--- src/rtl/mmss_timer_ctrl_pkg.sv ---
// Shared types and constants for the MM:SS stopwatch / countdown controller.
// Included by the prescaler and the top-level sequencer.
package mmss_timer_ctrl_pkg;

  typedef enum logic [1:0] {
    IDLE  = 2'd0,
    RUN   = 2'd1,
    PAUSE = 2'd2,
    DONE  = 2'd3
  } state_t;

  localparam logic [5:0] MAX_MS    = 6'd59;
  localparam logic       MODE_UP   = 1'b0;
  localparam logic       MODE_DOWN = 1'b1;

  // Preset fields outside 0..59 saturate to 59.
  function automatic logic [5:0] clamp_ms(input logic [5:0] v);
    return (v > MAX_MS) ? MAX_MS : v;
  endfunction

endpackage

--- src/rtl/mmss_timer_ctrl_tick.sv ---
// One-second tick generator: counts clk cycles while enabled and pulses tick
// on the last count of each TICK_DIV-cycle period.
module tick_prescaler #(
  parameter int TICK_DIV = 100000000
) (
  input  logic clk,
  input  logic rst_n,
  input  logic en,
  input  logic clr,
  output logic tick
);

  localparam int CW = $clog2(TICK_DIV);
  localparam logic [CW-1:0] LAST = CW'(TICK_DIV - 1);

  logic [CW-1:0] cnt;

  assign tick = en && (cnt == LAST);

  always_ff @(posedge clk) begin
    if (!rst_n) begin
      cnt <= '0;
    end else if (clr) begin
      cnt <= '0;
    end else if (en) begin
      cnt <= tick ? '0 : cnt + 1'b1;
    end
  end

endmodule

--- src/rtl/mmss_timer_ctrl.sv ---
// MM:SS run/pause/clear/load sequencer feeding the seven-segment display driver.
// Counts up as a stopwatch or down as a timer, one step per prescaler tick.
module mmss_timer_ctrl
  import mmss_timer_ctrl_pkg::*;
#(
  parameter int TICK_DIV = 100000000
) (
  input  logic       clk,
  input  logic       rst_n,
  input  logic       start_i,
  input  logic       clr_i,
  input  logic       load_i,
  input  logic       mode_i,
  input  logic [5:0] load_min_i,
  input  logic [5:0] load_sec_i,
  output logic [5:0] min_o,
  output logic [5:0] sec_o,
  output logic       running_o,
  output logic       done_o
);

  state_t     state_q, state_d;
  logic [5:0] min_d, sec_d;
  logic       mode_q, mode_d;
  logic       done_d;
  logic       presc_clr;
  logic       tick;
  logic       start_eff;

  // Higher-priority commands in the same cycle swallow start_i.
  assign start_eff = start_i && !clr_i && !load_i;

  tick_prescaler #(.TICK_DIV(TICK_DIV)) u_presc (
    .clk   (clk),
    .rst_n (rst_n),
    .en    (state_q == RUN),
    .clr   (presc_clr),
    .tick  (tick)
  );

  always_comb begin
    state_d   = state_q;
    min_d     = min_o;
    sec_d     = sec_o;
    mode_d    = mode_q;
    done_d    = 1'b0;
    presc_clr = 1'b0;

    if (clr_i) begin
      state_d   = IDLE;
      min_d     = '0;
      sec_d     = '0;
      presc_clr = 1'b1;
    end else if (load_i && state_q != RUN) begin
      state_d   = IDLE;
      min_d     = clamp_ms(load_min_i);
      sec_d     = clamp_ms(load_sec_i);
      presc_clr = 1'b1;
    end else begin
      case (state_q)
        IDLE: begin
          // A countdown from 00:00 would finish instantly, so refuse it.
          if (start_eff && !(mode_i == MODE_DOWN && min_o == '0 && sec_o == '0)) begin
            state_d   = RUN;
            mode_d    = mode_i;
            presc_clr = 1'b1;
          end
        end
        RUN: begin
          if (tick) begin
            if (mode_q == MODE_UP) begin
              if (sec_o != MAX_MS) begin
                sec_d = sec_o + 6'd1;
              end else if (min_o != MAX_MS) begin
                sec_d = '0;
                min_d = min_o + 6'd1;
              end
            end else begin
              if (sec_o != '0) begin
                sec_d = sec_o - 6'd1;
              end else if (min_o != '0) begin
                sec_d = MAX_MS;
                min_d = min_o - 6'd1;
              end
            end
          end
          // Reaching the end point wins over a simultaneous pause request.
          if (tick && ((mode_q == MODE_UP && min_d == MAX_MS && sec_d == MAX_MS) ||
                       (mode_q == MODE_DOWN && min_d == '0 && sec_d == '0))) begin
            state_d = DONE;
            done_d  = 1'b1;
          end else if (start_eff) begin
            state_d = PAUSE;
          end
        end
        PAUSE: begin
          if (start_eff) state_d = RUN;
        end
        default: ;
      endcase
    end
  end

  always_ff @(posedge clk) begin
    if (!rst_n) begin
      state_q   <= IDLE;
      min_o     <= '0;
      sec_o     <= '0;
      mode_q    <= MODE_UP;
      running_o <= 1'b0;
      done_o    <= 1'b0;
    end else begin
      state_q   <= state_d;
      min_o     <= min_d;
      sec_o     <= sec_d;
      mode_q    <= mode_d;
      running_o <= (state_d == RUN);
      done_o    <= done_d;
    end
  end

  a_time_range: assert property (@(posedge clk) disable iff (!rst_n)
    (min_o <= MAX_MS) && (sec_o <= MAX_MS));

endmodule

--- config.mk ---
export PLATFORM = sky130hd
export DESIGN_NAME = mmss_timer_ctrl
export DESIGN_NICKNAME = d
export VERILOG_FILES = /design/src/rtl/mmss_timer_ctrl_pkg.sv /design/src/rtl/mmss_timer_ctrl_tick.sv /design/src/rtl/mmss_timer_ctrl.sv
export SDC_FILE = /design/constraint.sdc
export NUM_CORES = 1
export LEC_CHECK = 0
export CAP_MARGIN = 20
export CORE_UTILIZATION = 52
export CTS_CLUSTER_DIAMETER = 60
export DETAILED_ROUTE_END_ITERATION = 10
export PLACE_DENSITY = 0.75
export SYNTH_ARGS = -nofsm -noshare
export SYNTH_HDL_FRONTEND = slang
export SYNTH_SLANG_ARGS = --single-unit
--- constraint.sdc ---
create_clock -name clk -period 2.7 [get_ports clk]
set_input_delay 0.54 -clock clk [delete_from_list [all_inputs] [get_ports clk]]
set_output_delay 0.54 -clock clk [all_outputs]
set_load 0.01 [all_outputs]
==> impl_summary.txt <==
----------------------------------------------------
[Worst setup path]
  Highest fanout seen on the critical path ... 3
  Critical path launch point type ... flip-flop
  Crit Path Class ... reg2reg
  Worst R2R Setup Slack ... just over 0.05 ns
  Critical path endpoint category ... flip-flop
  Required time of the critical path ... 2.92 ns
  Signal arrival time at the worst endpoint ... roughly 2.9 ns

[Synthesis]
  Area of the mapped netlist ... approximately 3200 sq um
  Dominant synthesized flop cell ... dfxtp_1
  Gate count after technology mapping ... 416
  Number of distinct library cells after synthesis ... 66
  Syn Nets ... between 400 and 500
  Synthesis-stage register bit count ... 44
  Share of flip-flops with an asynchronous set or reset ... 0
  Number of synthesis warnings ... 0
  Syn_area_per_cell ... 7.64 sq um
  EDFF count, synth ... 0
  Portion of the post-synthesis area used by sequential elements ... 0.277

[Route]
  Antenna-violating nets left ... 0
  Routed length per placed instance ... around 18 um
  DR iter-0 viols ... 308
  Met1 WL ... ~4.2 mm
  Length of routed met2 wiring ... roughly 5.2 mm
  Count of vias placed by the detailed router ... roughly 3700
  Detailed Route WL ... roughly 11 mm
  Number of iterations in the first detailed-routing pass ... 5
  Met3 WL ... 597 um
  Uppermost layer routed ... met4
  Via count normalized by instance count ... 6.22
  DR DRC count ... 0

[Final layout]
  Number of diodes added for antenna fixing ... 0
  FF+latch area ... ~890 sq um
  Area occupied by multi-input gates ... 2270 sq um
  Final net count ... 540
  Share of final-layout standard cells stronger than drive strength 1 ... 0.259
  Layout fillers ... 485
  Synth-to-Final Area Change ... 38.0%
  Final Core Density ... 0.741

[Clock network]
  Number of sinks handled by clock tree synthesis ... 44
  Later-pin clock latency in the skew report ... between 0.3 and 0.4 ns
  Count of H-tree levels built during CTS ... 2
  TritonCTS clock tree ... done
  Reg clk slew, reported paths ... approximately 0.10 ns
  Root buffer selected by CTS ... clkbuf_8
  CTS buffer count ... 5
  Maximum buffer depth of the clock tree ... 2
  Post-CTS Hold Buffers ... 0

[Floorplan]
  IO Pins ... 32
  Die area ... 6430 sq um
  Std-Cell Core Area ... slightly below 6000 sq um
  Overall die height ... ~80 um
  Die width ... 80.2 um
  Floorplan row count ... 28
  Initial core utilization ... 0.537

[Power and ir drop]
  Maximum ir drop on the vdd rail ... between 0.0002 and 0.00025 V
  Leakage power summed over all cells ... roughly 1.7 nW
  Final Total Pwr ... between 1.5 and 2 mW
  Power density relative to cell area ... around 350 nW/um^2

[STA]
  Final WS setup ... roughly 0.05 ns
  Min Tclk post-route ... between 2 and 3 ns
  Upper clock frequency limit ... 377 MHz
  Final Slew Violations ... 0
  Setup repair after global routing missed its margin ... yes
  Tightest slew margin relative to the limit ... 0.460
  Fin. Hold Viols ... 0
  Final period utilization ... 0.981
  Skew final ... 0.00866 ns
  Worst Hold Slack ... 0.525 ns
  Worst-Margin Slew ... just over 0.8 ns
  Count of endpoints failing setup in the final report ... 0

[Global routing]
  Vias in the first global route ... 3524
  Total global routing track utilization ... 0.341
  Global-route wire length before repair ... ~17 mm
  GRT overflow ... 0
  Initial antenna violation count ... 0
  Largest net degree at the start of global routing ... 25

[Job]
  Max Cap Violations ... 0

[Placement]
  Routability congestion estimate from global placement ... a little under 1
  Worst slack, placed ... -0.0758 ns
  Quantity of I/O buffers inserted on ports ... 31
  Sum of net half-perimeters after detailed placement ... 8.23 mm

[Outcome]
  Outcome ... finished, final reports clean

[Min path]
  Path class of the lowest-slack min-delay path ... reg2reg

----------------------------------------------------
[cell type report]
type	count	area share
well taps	75	0.0214
repair buffers	118	0.223
clock buffers	5	0.0157
multi-input cells	336	0.517
flip-flops and latches	44	0.202
inverters	11	0.00941
clock inverters	3	0.0106
[worst max-delay path, cell delays in order, from the launching register on]
cell and delay, ns:
dfxtp_1 0.44, buf_4 0.15, ha_1 0.21, nand3b_1 0.12
o211ai_1 0.33, buf_4 0.20, buf_4 0.11, nand2_1 0.07
a21oi_1 0.18, a211oi_2 0.08, nor4b_2 0.34, a22oi_2 0.15
a21o_1 0.17
[cell usage in the layout, fill, tap and decap left out, types with 4 or more instances in the layout]
master / n
dfxtp_1: 41
ha_1: 4
mux2i_1: 7
nand4_1: 14
a21oi_1: 20
o221ai_1: 4
a21o_1: 4
or3_1: 6
o211ai_1: 5
nand2_1: 31
xnor2_1: 9
clkdlybuf4s50_1: 31
xor2_1: 14
nor4b_2: 6
o21ai_0: 11
a211oi_1: 9
nor2_1: 47
nand2b_1: 5
nor3_1: 15
nor4_2: 4
clkbuf_8: 5
nand3_1: 29
nor2b_1: 7
o21ai_1: 4
buf_4: 85
and3_1: 11
inv_1: 10
[layer usage]
layer / track usage / vias to the layer above
met3: 0.0523 / 51
met5: 0 / -
met4: 0.204 / 0
li1: - / 1749
met2: 0.591 / 167
met1: 0.393 / 1714
[state kept, by name, indices dropped and copies added (netlist names)]
signal,count
done_o,1
min_o,6
mode_q,1
running_o,1
sec_o,6
state_q,2
u_presc.cnt,27
[metrics by stage]
stage | instance area (sq um) | cells | setup TNS [ns]
2_1_floorplan | 3180 | 416 | 0
3_3_place_gp | 4100 | 578 | -0.0819
3_5_place_dp | 4100 | 578 | -0.155
4_1_cts | 4240 | 587 | 0
5_1_grt | 4390 | 592 | -0.158
6_report | 4390 | 592 | 0
[worst paths after layout]
path,cells past startpoint,startpoint,endpoint
min,2,u_presc.cnt[18],u_presc.cnt[18]
max reg2reg,12,min_o[0],running_o
max,12,min_o[0],running_o
min reg2reg,2,u_presc.cnt[18],u_presc.cnt[18]
[synthesized netlist by cell type, types with 9 or more instances]
cell      count  share of area
nor2_1       48          0.057
dfxtp_1      44           0.28
nand2_1      31          0.037
nand3_1      29          0.046
a21oi_1      22          0.035
clkbuf_1     17          0.020
nor3_1       15          0.024
nand4_1      14          0.028
o21ai_0      14          0.022
xor2_1       14          0.039
and3_1       11          0.022
inv_1        11          0.013
a211oi_1      9          0.021
xnor2_1       9          0.025
[timing repair]
item,CTS,global route
endpoints found under the setup margin,4,4
gates resized for setup,4,28
pin swaps,1,14
buffers inserted,1,5
cloned,0,0
[cell families (layout without fill, tap and decap cells)]
logic type / count (synthesis) / in the layout / synth area share
simple gates: 213 / 213 / 0.379
xor+xnor: 23 / 23 / 0.0634
flops: 44 / 44 / 0.277
buf+inv: 36 / 137 / 0.0453
mux: 7 / 7 / 0.0220
fa+ha+maj: 6 / 6 / 0.0236
compound gates: 87 / 87 / 0.190
[where the power goes]
part | internal [mW] | switching, mW | leakage (nW) | total [mW]
Combinational | 0.158 | 0.155 | 1.28 | 0.314
Sequential | 0.656 | 0.0132 | 0.357 | 0.669
Clock | 0.279 | 0.265 | 0.0548 | 0.544
Total | 1.09 | 0.433 | 1.70 | 1.53
No activity file was read; power rests on OpenSTA's default activity.
